### config.mk
export PLATFORM = sky130hd
export DESIGN_NAME = i2c_config_sequencer
export DESIGN_NICKNAME = d
export VERILOG_FILES = /design/src/rtl/i2c_config_sequencer.sv
export SDC_FILE = /design/constraint.sdc
export NUM_CORES = 1
export LEC_CHECK = 0
export CAP_MARGIN = 20
export CORE_MARGIN = 5
export CORE_UTILIZATION = 55
export CTS_CLUSTER_SIZE = 25
export DETAILED_ROUTE_END_ITERATION = 7
export PLACE_DENSITY = 0.83
export SLEW_MARGIN = 40
export SYNTH_ARGS = -nofsm -noshare
export SYNTH_HDL_FRONTEND = slang
export SYNTH_SLANG_ARGS = --single-unit
### constraint.sdc
create_clock -name clk -period 5 [get_ports clk]
set_input_delay 0.75 -clock clk [delete_from_list [all_inputs] [get_ports clk]]
set_output_delay 0.75 -clock clk [all_outputs]
set_load 0.005 [all_outputs]
### src/rtl/i2c_config_sequencer.sv
// i2c_config_sequencer: walks a register-write table through the I2C master with retry, timeout and settle gap
module i2c_config_sequencer #(
    parameter logic [6:0] DEVICE_ID = 7'h1A,
    parameter int         NUM_REGS  = 10,
    parameter int         MAX_RETRY = 3,
    parameter int         TIMEOUT   = 200000,
    parameter int         GAP       = 1000
) (
    input  logic        clk,
    input  logic        reset,
    input  logic        start,
    output logic [6:0]  tbl_addr,
    input  logic [15:0] tbl_data,
    output logic [6:0]  i2c_device,
    output logic [6:0]  i2c_register,
    output logic [8:0]  i2c_din,
    output logic        i2c_enable,
    input  logic        i2c_rdy,
    input  logic        i2c_err,
    input  logic [3:0]  i2c_stt,
    output logic        busy,
    output logic        done,
    output logic        fail,
    output logic [6:0]  fail_index
);
    localparam int              TW     = $clog2(TIMEOUT + 1);
    localparam int              GW     = $clog2(GAP + 1);
    localparam logic [TW-1:0]   T_LAST = TW'(TIMEOUT - 1);
    localparam logic [GW-1:0]   G_LAST = GW'(GAP - 1);
    localparam logic [3:0]      R_MAX  = 4'(MAX_RETRY);
    localparam logic [6:0]      I_LAST = 7'(NUM_REGS - 1);

    typedef enum logic [3:0] {
        S_IDLE, S_FETCH, S_ISSUE, S_ACCEPT, S_WAIT, S_CHECK, S_GAP, S_DONE, S_FAIL
    } state_t;

    state_t          state, state_n;
    logic [1:0]      rdy_s, err_s, stt_s;
    logic            rdy_prev, tout, at_end;
    logic [TW-1:0]   tcnt;
    logic [GW-1:0]   gcnt;
    logic [3:0]      retry;
    logic            rdy_edge, t_hit, xfer_err, fetch_end;

    assign i2c_device = DEVICE_ID;
    assign rdy_edge   = rdy_s[1] & ~rdy_prev;
    // tcnt is 1 in the first ACCEPT cycle, so CHECK lands exactly TIMEOUT cycles after ISSUE
    assign t_hit      = tcnt == T_LAST;
    assign xfer_err   = err_s[1] | tout;
    // at_end stands in for tbl_addr == NUM_REGS, which a 7-bit index cannot hold when NUM_REGS is 128
    assign fetch_end  = (tbl_data[15:9] == 7'h7F) || at_end;

    // Two-flop synchronizers for the master's handshake signals
    always_ff @(posedge clk) begin
        if (!reset) begin
            rdy_s <= '0;
            err_s <= '0;
            stt_s <= '0;
        end else begin
            rdy_s <= {rdy_s[0], i2c_rdy};
            err_s <= {err_s[0], i2c_err};
            stt_s <= {stt_s[0], |i2c_stt};
        end
    end

    // State register
    always_ff @(posedge clk) begin
        if (!reset) state <= S_IDLE;
        else        state <= state_n;
    end

    // Next-state logic
    always_comb begin
        state_n = state;
        case (state)
            S_IDLE:         state_n = start ? S_FETCH : S_IDLE;
            S_FETCH:        state_n = fetch_end ? S_DONE : S_ISSUE;
            S_ISSUE:        state_n = S_ACCEPT;
            S_ACCEPT:       state_n = t_hit ? S_CHECK : stt_s[1] ? S_WAIT : S_ACCEPT;
            S_WAIT:         state_n = (t_hit || rdy_edge) ? S_CHECK : S_WAIT;
            S_CHECK:        state_n = (!xfer_err || retry < R_MAX) ? S_GAP : S_FAIL;
            S_GAP:          state_n = (gcnt == G_LAST) ? S_FETCH : S_GAP;
            S_DONE, S_FAIL: state_n = start ? state : S_IDLE;
            default:        state_n = S_IDLE;
        endcase
    end

    // Datapath: table index, latched write, handshake, counters and sticky status
    always_ff @(posedge clk) begin
        if (!reset) begin
            tbl_addr     <= '0;
            i2c_register <= '0;
            i2c_din      <= '0;
            i2c_enable   <= 1'b0;
            busy         <= 1'b0;
            done         <= 1'b0;
            fail         <= 1'b0;
            fail_index   <= '0;
            rdy_prev     <= 1'b0;
            tout         <= 1'b0;
            at_end       <= 1'b0;
            tcnt         <= '0;
            gcnt         <= '0;
            retry        <= '0;
        end else begin
            i2c_enable <= state_n == S_ACCEPT;
            busy       <= !(state_n inside {S_IDLE, S_DONE, S_FAIL});
            rdy_prev   <= (state == S_ISSUE) ? 1'b0 : rdy_s[1];
            gcnt       <= (state == S_GAP) ? gcnt + 1'b1 : '0;
            if (state == S_ISSUE) begin
                tcnt <= TW'(1);
                tout <= 1'b0;
            end else if (state inside {S_ACCEPT, S_WAIT}) begin
                tcnt <= tcnt + 1'b1;
                if (t_hit) tout <= 1'b1;
            end
            if (state == S_IDLE && start) begin
                tbl_addr <= '0;
                retry    <= '0;
                at_end   <= 1'b0;
                done     <= 1'b0;
                fail     <= 1'b0;
            end
            if (state == S_FETCH) begin
                if (fetch_end) begin
                    done <= 1'b1;
                end else begin
                    i2c_register <= tbl_data[15:9];
                    i2c_din      <= tbl_data[8:0];
                end
            end
            if (state == S_CHECK) begin
                if (!xfer_err) begin
                    tbl_addr <= (tbl_addr == 7'h7F) ? tbl_addr : tbl_addr + 7'd1;
                    at_end   <= tbl_addr == I_LAST;
                    retry    <= '0;
                end else if (retry < R_MAX) begin
                    retry <= retry + 4'd1;
                end else begin
                    fail       <= 1'b1;
                    fail_index <= tbl_addr;
                end
            end
        end
    end
endmodule

# ---- Word level (Yosys, flattened, before mapping)
# Cells that the tools add are included.
dict set report classes {
  order_cmp 1
  n_mul 0
  div_mod_pow 0
  mux 29
  n_shift 0
  n_bitwise 6
  n_reduce_logical 18
  n_eq_ne 17
  addsub 4
}
# operator count
set ops {}
lappend ops {{case mux 4 bit (8 select lines)} 1}
lappend ops {{2-to-1 mux 7 bit} 4}
lappend ops {{2-to-1 mux 4 bit} 6}
lappend ops {{equality test 4 x 3 -> 1 bit (second input constant)} 5}
lappend ops {{adder 18 x 1 -> 18 bit (second input constant)} 1}
lappend ops {{equality test 18 bit (second input constant)} 1}
lappend ops {{equality test 7 bit (second input constant)} 2}
lappend ops {{2-to-1 mux 1 bit} 14}
lappend ops {{equality test 4 x 2 -> 1 bit (second input constant)} 3}
lappend ops {{2-to-1 mux 3 bit} 4}
lappend ops {{adder 10 x 1 -> 10 bit (second input constant)} 1}
lappend ops {{equality test 10 bit (second input constant)} 1}
lappend ops {{equality test 4 bit (second input constant)} 2}
lappend ops {{zero test 4 bit} 2}
lappend ops {{adder 7 x 1 -> 7 bit (second input constant)} 1}
lappend ops {{equality test 7 x 4 -> 1 bit (second input constant)} 1}
lappend ops {{AND reduction 2 bit} 3}
lappend ops {{adder 4 x 1 -> 4 bit (second input constant)} 1}
lappend ops {{equality test 4 x 1 -> 1 bit (second input constant)} 1}
lappend ops {{< comparator 4 x 2 -> 1 bit (second input constant)} 1}
lappend ops {{NOT 1 bit} 4}
lappend ops {{nonzero test 2 bit} 2}
lappend ops {{OR reduction 2 bit} 2}
lappend ops {{OR reduction 4 bit} 1}
lappend ops {{other kinds (8)} 11}
dict set report totals {
  latch_bits 0
  wordCells 94
  input_bits 25
  memories 0
  ramBits 0
  reg_bits 79
  romBits 0
  out_inout_bits 41
}

# ---- Logic depth before layout (Yosys ltp)
dict set report depth {
  depth_word 8
  mapped_depth 7
  mapped_depth_nobuf 7
}

# ---- Worst setup path after synthesis
# Ideal clock, no wire load.
dict set report synth_timing {
  path_type {input to register}
  startpoint {input tbl_data[15]}
  endpoint {register i2c_din[6]}
  cell_stages 6
  path_buffers 1
  arrival_ns 1.814
  slack_ns 3.070
  t_required_ns 4.884
  setup_time_ns 0.116
  path_cell_list {and4_1 -> a41oi_1 -> nand3_2 -> buf_4 -> mux2i_1 -> nor2b_1}
}
dict set report synth_via {
  elab_chain_len 4
}
# item line
set synth_rtl {}
lappend synth_rtl {{start, declared} 13} ;# input logic [15:0] tbl_data,
lappend synth_rtl {{equality test 7 bit} 51} ;# assign fetch_end = (tbl_data[15:9] == 7'h7F) || at_end;
lappend synth_rtl {{logical OR 1 bit} 51}
lappend synth_rtl {{NOT 1 bit (no line)} --}
lappend synth_rtl {{AND reduction 2 bit (no line)} --}
lappend synth_rtl {{end signal, assigned} 129} ;# i2c_din <= tbl_data[8:0];
lappend synth_rtl {{end, declared} 16} ;# output logic [8:0] i2c_din,
# No other way between the ends.
# A chain may end at the register's enable or synchronous reset.

# ---- Worst setup path in the final report
dict set report layout_timing {
  startpoint {input tbl_data[15]}
  endpoint {register i2c_din[3]}
}
# Same word-level chain as after synthesis.

==> impl_metrics.toml <==
[run_status]
status = "complete, no violations"

[drt]
drt_iter0_markers = 136
vias = 2747
drtPass1Iterations = 4
drc = 0
ant_nets = 0
routed_wirelength_um = 7580
drt-wirelength-per-cell_um = 14.9
avgViaCountPerCell = 5.41

[clocking]
cts_root_buffer = "clkbuf_8"
clk_pin_slew_worst_paths_ns = 0.08
htree_levels = 3
cts_made_buffers = 9
cts_tree = "done"
clk_path_buf_depth = 2
postCtsResizedCells = 0
hold_buffers = 0
clk_latency_ns = 0.34
cts_post_setup_buffers_inserted = 0
clock_sinks = 79

[pwr]
power.internal_w = 0.00105
worst_ir_drop_vdd_mv = 0.250
p_comb_share_pct = 15.2
swShare_pct = 25.4
leakagePower_nw = 1.69
seqPwrFrac_pct = 48.9
p_sw_w = 0.000357
power_density_nw_per_um2 = 320
p_clk_share_pct = 35.9

[synth]
ys.flop_type = "dfxtp_1"
syn_area_um2 = 3590
synth_area_per_cell_um2 = 9.74
yosysMostFrequentCell = "dfxtp_1"
synth_top_area_share_pct = 44.0
synthCells = 369
synthArstFlopShare_pct = 0
ys_warn_count = 0
yosys-top-cells-count = "79 x dfxtp_1, 48 x nor2_1, 29 x nor2b_1"
ys_ff_latch = 79
synth_top_area_cell = "dfxtp_1"
synth.distinct_cells = 61
synth_edf_count = 0
synth.yosys.seq_area_share_pct = 44.0
synth_area_leaders = "dfxtp_1 44%, mux2i_1 7.2%, nor2b_1 5.0%"

[timing]
tns_ns = 0
max_freq_mhz = 432
setup_viol = 0
fin_crit_sh_pct = 46.3
skew_ns = 0.0117
hold_slack_ns = 0.437
worst_pin_slew_ns = 0.792
rsz0062_at_grt = "no"
slew_headroom_pct = 47.2
period_minus_slack_ns = 2.32
final_max_slew_viol_count = 0
report.final.hold_viol_count = 0

[grt]
grt_pass1_wl_um = 12900
grt.total_usage_pct = 19.2
grt_max_degree = 26
grt.met3_usage_pct = 3.83
grt-ovfl-total = 0
grt_pass1_vias = 2788
grtUsageMet2_pct = 32.9
antenna_found_initial = 0
met1_usage_pct = 22.9
grt-busiest-layer = "met2"

[placement]
hpwlAfterDp_um = 5530
dpl.cell_count = 492
port_buffers = 58
gp_congestion = 0.785

[setup_path]
rr_worst_depth = 6
cp_max_fo = 16
worstSetupPathType = "input pin to flip-flop"
r2r_start = "state[3]"
worstReg2RegEnd = "busy"
start_kind = "input pin"
slowest_stage = "nand3_2"
required_ns = 5.23
max_stage_delay_ns = 0.48
cp_cell_sequence = "clkdlybuf4s50_1, and4_1, a41oi_1, nand3_2, mux2i_1, nor2b_1"
end_kind = "flip-flop"
crit_arrival_ns = 2.55
reg2reg_slack_ns = 2.87

[min_path]
worstHoldStart = "err_s[0]"
min_path_cells = 1
hp-class = "flip-flop to flip-flop"
worstHoldEndpoint = "err_s[1]"

[cells_and_area]
antenna_cells = 0
layout.nets = 456
multi_input_area_um2 = 1890
seqCellArea_um2 = 1580
final_cell_count_no_fill = 508
fillers = 467
area_growth_pct = 22.1
layout-drive-gt1-share_pct = 8.82

[die]
ios = 66
coreArea_um2 = 6350
rows = 29
start_util_pct = 56.6
die_height_um = 90.8
die_x_um = 90.8
die_area_um2 = 8250

[flow_run]
drv_cap = 0
[cell type report]
class	instances	share of cell area, %
Timing Repair Buffer	59	13.4
Clock inverter	7	2.00
Sequential cell	79	36.1
Inverter	5	0.428
Multi-Input combinational cell	272	43.1
Clock buffer	9	2.82
Tap cell	77	2.20
[cells in the final DEF (no fill, tap or decap), types with 3 or more instances in the layout]
cell type and instances:
o211ai_1 3, o21ai_0 4, clkinv_2 4, a31oi_1 3
clkdlybuf4s50_1 58, and4_1 5, nor2b_1 29, xor2_1 17
a21boi_0 3, nor3_1 5, ha_1 5, dfxtp_1 79
mux2i_1 26, and2_1 10, nand3_1 17, nor2_1 48
nand2_1 22, clkbuf_8 9, a21oi_1 5, conb_1 7
inv_1 5, xnor2_1 9, nand4_1 5, and3_1 8
[critical path: cells and delay by family]
| kind | cells | cell delay [ns] |
|---|---|---|
| AO/OA/AOI/OAI | 1 | 0.29 |
| buffers and inverters | 1 | 0.42 |
| multiplexers | 1 | 0.32 |
| AND/OR/NAND/NOR | 3 | 0.77 |
[logic make-up (layout without fill, tap and decap cells)]
logic type,after synthesis,after routing,synth area share (%)
AOI/OAI and AO/OA,31,31,7.42
DFF,79,79,44.0
and+or+nand+nor,177,177,29.1
xor gates and xnor gates,26,26,6.34
buffers and inverters,23,80,3.90
muxes,26,26,7.24
adders and majority gates,5,5,1.74
other,2,7,0.209
[power by group through the flow]
stage	sequential, W	combinational, W	clock, W
2_1_floorplan	0.000688	0.000152	0
3_3_place_gp	0.000699	0.000207	0
3_5_place_dp	0.000700	0.000214	0
4_1_cts	0.000686	0.000216	0.000515
5_1_grt	0.000692	0.000232	0.000546
6_report	0.000686	0.000214	0.000504
[stage by stage]
step	power, W	util (%)	area, µm²	worst slack [ns]
global placement	0.000906	65.8	4180	2.44
detailed placement	0.000914	65.8	4180	2.35
floorplan	0.000840	-	3610	3.07
global route	0.00147	69.1	4390	2.55
CTS	0.00142	69.1	4390	2.69
finish	0.00140	69.1	4390	2.68
[routing by layer]
layer | vias up | wire length [µm]
li1 | 1377 | -
met1 | 1300 | 3350
met2 | 55 | 3780
met3 | 15 | 292
met4 | 0 | 166
met5 | - | 0
[sequential cells by signal, indices dropped and copies added, names as in the netlist, 2 cells and up]
signal        flops
i2c_din           9
gcnt             10
tcnt             18
tbl_addr          7
rdy_s             2
fail_index        7
err_s             2
state             4
retry             4
i2c_register      7
stt_s             2
[worst max-delay path by stage]
stage / startpoint / to / slack, ns / cells past startpoint
finish: tbl_data[15] / i2c_din[3] / 2.68 / 6
global route: tbl_data[13] / i2c_din[0] / 2.55 / 6
CTS: tbl_data[15] / i2c_din[3] / 2.69 / 6
detailed placement: tbl_data[15] / i2c_din[2] / 2.35 / 6
global placement: tbl_data[15] / i2c_register[6] / 2.44 / 6
floorplan: tbl_data[15] / i2c_din[6] / 3.07 / 6
(Power assumes the default switching activity.)
